`src/rtl/sram_scan_pkg.sv`:
```
// Shared definitions for the SRAM scan-chain sequencer: packet geometry, field offsets and FSM states.
package sram_scan_pkg;

  localparam int SCAN_WIDTH = 112;

  localparam int SEL_MSB   = 111;
  localparam int SEL_LSB   = 108;
  localparam int ADDR0_MSB = 107;
  localparam int ADDR0_LSB = 92;
  localparam int DIN0_MSB  = 91;
  localparam int DIN0_LSB  = 60;
  localparam int CSB0_BIT  = 59;
  localparam int WEB0_BIT  = 58;
  localparam int MASK0_MSB = 57;
  localparam int MASK0_LSB = 54;
  localparam int ADDR1_MSB = 53;
  localparam int ADDR1_LSB = 38;
  localparam int DIN1_MSB  = 37;
  localparam int DIN1_LSB  = 6;
  localparam int CSB1_BIT  = 5;
  localparam int WEB1_BIT  = 4;
  localparam int MASK1_MSB = 3;
  localparam int MASK1_LSB = 0;

  typedef enum logic [2:0] {
    IDLE,
    SHIFT_IN,
    ACCESS,
    STORE,
    LOAD,
    SHIFT_OUT,
    DONE
  } state_e;

  function automatic logic [SCAN_WIDTH-1:0] pack_cmd(
    input logic [3:0]  sel,
    input logic [15:0] addr0,
    input logic [31:0] din0,
    input logic        csb0,
    input logic        web0,
    input logic [3:0]  mask0,
    input logic [15:0] addr1,
    input logic [31:0] din1,
    input logic        csb1,
    input logic        web1,
    input logic [3:0]  mask1
  );
    return {sel, addr0, din0, csb0, web0, mask0, addr1, din1, csb1, web1, mask1};
  endfunction

endpackage

```
`src/rtl/sram_scan_sequencer_shreg.sv`:
```
// scan_shift_reg: parallel-load, shift-left register with serial LSB input; nxt_o exposes the
// value it will hold after the coming edge so the owner can register pins from it.
module scan_shift_reg #(
  parameter int WIDTH = 112
) (
  input  logic             clk_i,
  input  logic             rst_i,
  input  logic             load_i,
  input  logic [WIDTH-1:0] load_dat_i,
  input  logic             shift_i,
  input  logic             ser_i,
  output logic [WIDTH-1:0] nxt_o
);
  import sram_scan_pkg::*;

  logic [WIDTH-1:0] shreg_q, shreg_d;

  always_comb begin
    shreg_d = shreg_q;
    if (load_i) begin
      shreg_d = load_dat_i;
    end else if (shift_i) begin
      shreg_d = {shreg_q[WIDTH-2:0], ser_i};
    end
  end

  always_ff @(posedge clk_i or posedge rst_i) begin
    if (rst_i) begin
      shreg_q <= '0;
    end else begin
      shreg_q <= shreg_d;
    end
  end

  assign nxt_o = shreg_d;

endmodule

```
`src/rtl/sram_scan_sequencer.sv`:
```
// sram_scan_sequencer: one command -> scan-in, CSB strobe, optional dout load + scan-out; SRAM_SCAN_CHECK_EN adds expected-data compare.
// Response after W+C+1 cycles (write) / 2W+C+3 (read); busy until the response is consumed, cmd_valid_i ignored meanwhile.
module sram_scan_sequencer #(
  parameter int SCAN_WIDTH = sram_scan_pkg::SCAN_WIDTH,
  parameter int CSB_CYCLES = 1
) (
  input  logic                  wb_clk_i,
  input  logic                  wb_rst_i,
  input  logic                  cmd_valid_i,
  output logic                  cmd_ready_o,
  input  logic                  cmd_read_i,
  input  logic [SCAN_WIDTH-1:0] cmd_data_i,
`ifdef SRAM_SCAN_CHECK_EN
  input  logic [SCAN_WIDTH-1:0] exp_data_i,
  output logic                  rsp_mismatch_o,
  output logic [7:0]            mismatch_cnt_o,
`endif
  output logic                  rsp_valid_o,
  input  logic                  rsp_ready_i,
  output logic [SCAN_WIDTH-1:0] rsp_data_o,
  output logic                  scan_en_o,
  output logic                  scan_out_o,
  input  logic                  scan_in_i,
  output logic                  sram_load_o,
  output logic                  global_csb_o
);
  import sram_scan_pkg::*;

  localparam int CW = $clog2(SCAN_WIDTH) + 1;
  localparam logic [CW-1:0] SHIFT_LAST = CW'(SCAN_WIDTH - 1);
  localparam logic [CW-1:0] CSB_LAST   = CW'(CSB_CYCLES - 1);

  state_e                state_q, state_d;
  logic [CW-1:0]         cnt_q, cnt_d;
  logic                  read_q, read_d;
  logic                  cmd_ready_q, cmd_ready_d;
  logic                  rsp_valid_q, rsp_valid_d;
  logic [SCAN_WIDTH-1:0] rsp_data_q, rsp_data_d;
  logic                  scan_en_q, scan_en_d;
  logic                  scan_out_q, scan_out_d;
  logic                  sram_load_q, sram_load_d;
  logic                  global_csb_q, global_csb_d;

  logic                  accept;
  logic                  sh_shift;
  logic [SCAN_WIDTH-1:0] sh_nxt;

  assign accept   = (state_q == IDLE) && cmd_valid_i;
  assign sh_shift = (state_q == SHIFT_IN) || (state_q == SHIFT_OUT);

  scan_shift_reg #(
    .WIDTH (SCAN_WIDTH)
  ) u_shreg (
    .clk_i      (wb_clk_i),
    .rst_i      (wb_rst_i),
    .load_i     (accept),
    .load_dat_i (cmd_data_i),
    .shift_i    (sh_shift),
    .ser_i      (scan_in_i),
    .nxt_o      (sh_nxt)
  );

  always_comb begin
    state_d = state_q;
    unique case (state_q)
      IDLE:      if (cmd_valid_i) state_d = SHIFT_IN;
      SHIFT_IN:  if (cnt_q == SHIFT_LAST) state_d = ACCESS;
      ACCESS:    if (cnt_q == CSB_LAST) state_d = read_q ? STORE : DONE;
      STORE:     state_d = LOAD;
      LOAD:      state_d = SHIFT_OUT;
      SHIFT_OUT: if (cnt_q == SHIFT_LAST) state_d = DONE;
      DONE:      if (rsp_ready_i) state_d = IDLE;
      default:   state_d = IDLE;
    endcase
  end

  // Pins are registered from the next state so they line up with the state they describe.
  always_comb begin
    cnt_d = '0;
    if ((state_d == state_q) &&
        ((state_q == SHIFT_IN) || (state_q == ACCESS) || (state_q == SHIFT_OUT))) begin
      cnt_d = cnt_q + CW'(1);
    end

    read_d       = accept ? cmd_read_i : read_q;
    cmd_ready_d  = (state_d == IDLE);
    scan_en_d    = (state_d == SHIFT_IN) || (state_d == SHIFT_OUT);
    scan_out_d   = (state_d == SHIFT_IN) ? sh_nxt[SCAN_WIDTH-1] : 1'b0;
    sram_load_d  = (state_d == LOAD);
    global_csb_d = (state_d != ACCESS);
    rsp_valid_d  = (state_d == DONE);

    rsp_data_d = '0;
    if ((state_q == SHIFT_OUT) && (state_d == DONE)) begin
      rsp_data_d = sh_nxt;
    end else if (state_d == DONE) begin
      rsp_data_d = rsp_data_q;
    end
  end

  always_ff @(posedge wb_clk_i or posedge wb_rst_i) begin
    if (wb_rst_i) begin
      state_q      <= IDLE;
      cnt_q        <= '0;
      read_q       <= 1'b0;
      cmd_ready_q  <= 1'b1;
      rsp_valid_q  <= 1'b0;
      rsp_data_q   <= '0;
      scan_en_q    <= 1'b0;
      scan_out_q   <= 1'b0;
      sram_load_q  <= 1'b0;
      global_csb_q <= 1'b1;
    end else begin
      state_q      <= state_d;
      cnt_q        <= cnt_d;
      read_q       <= read_d;
      cmd_ready_q  <= cmd_ready_d;
      rsp_valid_q  <= rsp_valid_d;
      rsp_data_q   <= rsp_data_d;
      scan_en_q    <= scan_en_d;
      scan_out_q   <= scan_out_d;
      sram_load_q  <= sram_load_d;
      global_csb_q <= global_csb_d;
    end
  end

  assign cmd_ready_o  = cmd_ready_q;
  assign rsp_valid_o  = rsp_valid_q;
  assign rsp_data_o   = rsp_data_q;
  assign scan_en_o    = scan_en_q;
  assign scan_out_o   = scan_out_q;
  assign sram_load_o  = sram_load_q;
  assign global_csb_o = global_csb_q;

`ifdef SRAM_SCAN_CHECK_EN
  logic [SCAN_WIDTH-1:0] exp_q, exp_d;
  logic                  bit_mm;
  logic                  mm_acc_q, mm_acc_d;
  logic                  rsp_mm_q, rsp_mm_d;
  logic [7:0]            mcnt_q, mcnt_d;

  always_comb begin
    exp_d = exp_q;
    if (accept) begin
      exp_d = exp_data_i;
    end else if (state_q == SHIFT_OUT) begin
      exp_d = {exp_q[SCAN_WIDTH-2:0], 1'b0};
    end

    // === makes an X/Z from the chain count as a mismatch; hardware sees a plain equality.
    bit_mm = 1'b0;
    if (state_q == SHIFT_OUT) begin
      bit_mm = (scan_in_i === exp_q[SCAN_WIDTH-1]) ? 1'b0 : 1'b1;
    end

    mm_acc_d = accept ? 1'b0 : (mm_acc_q | bit_mm);

    rsp_mm_d = 1'b0;
    mcnt_d   = mcnt_q;
    if ((state_q == SHIFT_OUT) && (state_d == DONE)) begin
      rsp_mm_d = mm_acc_d;
      if (mm_acc_d && (mcnt_q != 8'hFF)) begin
        mcnt_d = mcnt_q + 8'd1;
      end
    end else if (state_d == DONE) begin
      rsp_mm_d = rsp_mm_q;
    end
  end

  always_ff @(posedge wb_clk_i or posedge wb_rst_i) begin
    if (wb_rst_i) begin
      exp_q    <= '0;
      mm_acc_q <= 1'b0;
      rsp_mm_q <= 1'b0;
      mcnt_q   <= '0;
    end else begin
      exp_q    <= exp_d;
      mm_acc_q <= mm_acc_d;
      rsp_mm_q <= rsp_mm_d;
      mcnt_q   <= mcnt_d;
    end
  end

  assign rsp_mismatch_o = rsp_mm_q;
  assign mismatch_cnt_o = mcnt_q;
`endif

endmodule

```
`config.mk`:
```
export PLATFORM = sky130hd
export DESIGN_NAME = sram_scan_sequencer
export DESIGN_NICKNAME = d
export VERILOG_FILES = /design/src/rtl/sram_scan_pkg.sv /design/src/rtl/sram_scan_sequencer_shreg.sv /design/src/rtl/sram_scan_sequencer.sv
export SDC_FILE = /design/constraint.sdc
export NUM_CORES = 1
export LEC_CHECK = 0
export CAP_MARGIN = 20
export CORE_MARGIN = 10
export CORE_UTILIZATION = 45
export CTS_CLUSTER_DIAMETER = 200
export CTS_CLUSTER_SIZE = 14
export DETAILED_ROUTE_END_ITERATION = 7
export PLACE_DENSITY = 0.76
export SKIP_LAST_GASP = 1
export SYNTH_ARGS = -nofsm -noshare
export SYNTH_HDL_FRONTEND = slang
export SYNTH_SLANG_ARGS = --single-unit
```
`constraint.sdc`:
```
create_clock -name wb_clk_i -period 13.2 [get_ports wb_clk_i]
set_input_delay 2.64 -clock wb_clk_i [delete_from_list [all_inputs] [get_ports wb_clk_i]]
set_output_delay 2.64 -clock wb_clk_i [all_outputs]
set_load 0.03 [all_outputs]
```
==> Implementation_results.wiki <==
{| class="wikitable"
! Metric !! Value
|-
| Result of the run || completed
|-
| Starting DRT DRC Count || 634
|-
| Worst slew margin || 28.80%
|-
| Die area || 31790 um2
|-
| Critical-path cell with the highest stage delay || sky130_fd_sc_hd__buf_4
|-
| Critical path data required time || 13.54 ns
|-
| Std-Cell Core Area || 24460 um2
|-
| Total of fill cells in the finished design || 2002
|-
| Area used by sequential logic in the layout || 6058 um2
|-
| Critical path type || in -> reg
|-
| Critical path startpoint category || input port
|-
| Worst r2r path cells || 5
|-
| Worst hold path type || reg -> reg
|-
| Number of global-route vias before repair || 8696
|-
| Input/output buffers || 235
|-
| Row count || 57
|-
| Share of cells above drive strength 1 || 10.64%
|-
| Post-Synth XOR/XNOR Area || 0.4659%
|-
| Destination of the worst register-to-register timing path || rsp_data_o[19]
|-
| Max-capacitance violation count || 0
|-
| Cell breakdown of the critical path || clkdlybuf4s50_1 -> nand2_1 -> a21boi_0 -> a21bo_4 -> buf_4 -> o2bb2ai_1
|-
| Number of synthesized flops with an enable pin || 0
|-
| Root buffer selected by CTS || sky130_fd_sc_hd__clkbuf_16
|-
| Adder-cell area share of the yosys netlist || 0.2219%
|-
| Largest area contributor in the netlist || sky130_fd_sc_hd__dfrtp_1
|-
| Portion of the clock cycle consumed by the worst path in the final layout || 37.51%
|-
| Clock sinks || 242
|-
| Number of antenna violations at the first check in global routing || 0
|-
| CP endpoint kind || flip-flop
|-
| Compound-gate portion of the synthesized area || 18.53%
|-
| CP arrival || 5.29 ns
|-
| DRC errors left || 0
|-
| Cells resized by post-CTS repair || 0
|-
| Setup repair after global routing missed its margin || false
|-
| Area of combinational cells with multiple inputs || 4721 um2
|-
| Number of buffers inserted by hold repair at cts || 0
|-
| Clock latency reported for the late side of the worst-skew pair || 0.49 ns
|-
| Number of diodes || 0
|-
| Leakage power || 6.015 nW
|-
| Buffers inserted during post-CTS setup optimization || 0
|-
| Number of nets produced by synthesis || 1092
|-
| Gr ovfl total || 0
|-
| Hold Startpoint || cnt_q[0]
|-
| Fin crit period || 4.952 ns
|-
| Largest cells by area after synthesis || sky130_fd_sc_hd__dfrtp_1 (53%), sky130_fd_sc_hd__mux2i_1 (9.9%), sky130_fd_sc_hd__o2bb2ai_2 (9.2%)
|-
| Synthesized instance count || 972
|-
| FFs w/ async S/R, synth || 100.0%
|-
| Avg Cell Area, Syn || 11.60 um2
|-
| Sequential area share after synthesis || 53.72%
|-
| Total routing resource utilization after global routing || 18.75%
|-
| Mux contribution to synthesized area || 10.14%
|-
| Tightest Pin Transition || 1.068 ns
|-
| Area growth from synthesis to layout || 26.44%
|-
| Final count of negative-setup-slack endpoints || 0
|-
| R2R Setup Slk || 9.45 ns
|-
| Last weighted congestion value of the routability-driven placer || 0.7767
|-
| Utilization after layout || 58.29%
|-
| Final hold violation count || 0
|-
| Vias per cell || 5.731
|-
| Count of warnings emitted by yosys || 0
|-
| Largest net degree at the start of global routing || 225
|-
| Final nets || 1262
|-
| Most numerous cell types in the synthesized netlist || sky130_fd_sc_hd__dfrtp_1 (240), sky130_fd_sc_hd__nand2_1 (120), sky130_fd_sc_hd__nand4_1 (113), sky130_fd_sc_hd__mux2i_1 (112), sky130_fd_sc_hd__o21ai_0 (111)
|-
| Dominant combinational cell family by area after synthesis || compound AO/OA/AOI/OAI gates
|-
| Total CTS buffers || 21
|-
| Maximum fanout encountered on the critical timing path || 65
|-
| # H-tree levels || 1
|-
| Post-synthesis instance area || 11280 um2
|-
| Cell with the most instances after synthesis || sky130_fd_sc_hd__dfrtp_1
|-
| Total power divided by cell area || 138.4 nW/um2
|-
| Clock slew at reported path FFs || 0.07 ns
|-
| Global-route wire length before repair || 48970 um
|-
| Maximum single-stage delay on the critical path || 0.88 ns
|-
| Number of nets with antenna violations after detailed routing || 0
|-
| Final-layout setup total negative slack || 0 ns
|-
| Share of the synthesized area in the top cell type || 53.25%
|-
| Simple logic cell fraction of the synthesized area || 12.16%
|-
| Max clock buf depth || 3
|-
| Die Width || 178.3 um
|-
| Detailed-route via count || 8431
|-
| Startpoint of the worst-slack reg-to-reg timing path || state_q[0]
|-
| Layout Skew || 0.01603 ns
|-
| Final WL || 30860 um
|-
| Initial standard-cell utilization of the core || 46.11%
|-
| Launch point of the worst path || rsp_ready_i
|-
| Distinct cells, synth || 45
|-
| Max-slew violation count || 0
|-
| Most used flip-flop cell after synthesis || sky130_fd_sc_hd__dfrtp_1
|-
| Number of primary I/O pins || 236
|-
| Number of storage elements in the synthesis netlist || 242
|-
| Maximum vdd drop || 87.31 uV
|-
| Half-perimeter wire length after detailed placement || 19370 um
|-
| CP Capture Point || rsp_data_o[91]
|-
| First-pass detailed-route iteration total || 5
|-
| Average wire length per cell after detail routing || 20.98 um
|-
| Y dimension of the die || 178.3 um
|-
| Achievable clock frequency || 202.0 MHz
|-
| Clock tree from TritonCTS || built
|}
-- worst min path at each step --
stage / end / slack [ns] / cells after the start
floorplan: cnt_q[0] / 0.45 / 1
global placement: cnt_q[0] / 0.47 / 1
detailed placement: cnt_q[0] / 0.48 / 1
CTS: cnt_q[0] / 0.49 / 1
global route: cnt_q[0] / 0.53 / 1
finish: cnt_q[0] / 0.49 / 1
-- cells in the final DEF (no fill, tap or decap), drive strengths merged, types with 3 or more instances in the layout --
cell / n
nand4: 113
o2bb2ai: 111
inv: 6
dfrtp: 240
mux2i: 112
a21oi: 3
o21ai: 113
xnor2: 4
nand2: 120
nor2: 12
clkbuf: 27
buf: 14
nand3: 4
clkdlybuf4s50: 235
a21boi: 3
-- power breakdown --
group / switching [mW] / total, mW / internal, mW / leakage, nW
clock network: 0.262 / 0.552 / 0.290 / 0.272
registers: 0.104 / 1.02 / 0.914 / 3.17
logic: 0.233 / 0.403 / 0.170 / 2.57
total: 0.599 / 1.97 / 1.37 / 6.02
-- critical path, delay by kind of cell --
family	cells	cell delay (ns)
and+or+nand+nor	1	0.06
buffers and inverters	2	1.38
AOI/OAI and AO/OA	3	1.10
-- logic make-up (layout without fill, tap and decap cells) --
| kind of cell | after synthesis | in the layout |
|---|---|---|
| flip-flops | 242 | 242 |
| XOR/XNOR | 6 | 6 |
| adder cells (fa/ha/maj) | 2 | 2 |
| AO/OA/AOI/OAI | 236 | 236 |
| buffers and inverters | 107 | 282 |
| multiplexers | 114 | 114 |
| AND/OR/NAND/NOR | 265 | 265 |
-- through the flow --
stage | power, mW | hold slack, ns | std cells | setup WS (ns) | instance area (um2)
6_report | 1.973 | 0.4929 | 1471 | 8.248 | 14260
5_1_grt | 2.084 | 0.5281 | 1471 | 8.050 | 14260
4_1_cts | 1.985 | 0.4941 | 1470 | 8.171 | 14230
3_5_place_dp | 1.429 | 0.4764 | 1442 | 7.639 | 13670
3_3_place_gp | 1.408 | 0.4747 | 1442 | 7.639 | 13670
2_1_floorplan | 1.291 | 0.4536 | 972 | 3.919 | 11280
-- sequential cells by signal, summed over array words and instances (netlist names), 3 cells and up --
register / flops
rsp_data_o: 112
u_shreg.shreg_q: 112
cnt_q: 8
state_q: 3
-- layout make-up --
type | count | area share (%)
well taps | 324 | 2.843
clock inverters | 1 | 0.07897
multi-input cells | 623 | 33.11
clock buffers | 27 | 3.843
inverters | 5 | 0.1843
flip-flops and latches | 242 | 42.48
repair buffers | 249 | 17.46
-- metal layers --
metal / vias up / wire length [um] / track usage (%)
met5: - / 0 / 0
met4: 0 / 650 / 4.926
met3: 46 / 1913 / 3.552
met1: 4194 / 13330 / 24.82
met2: 258 / 14970 / 30.98
li1: 3933 / - / -
Power figures use the tool's default switching activity.
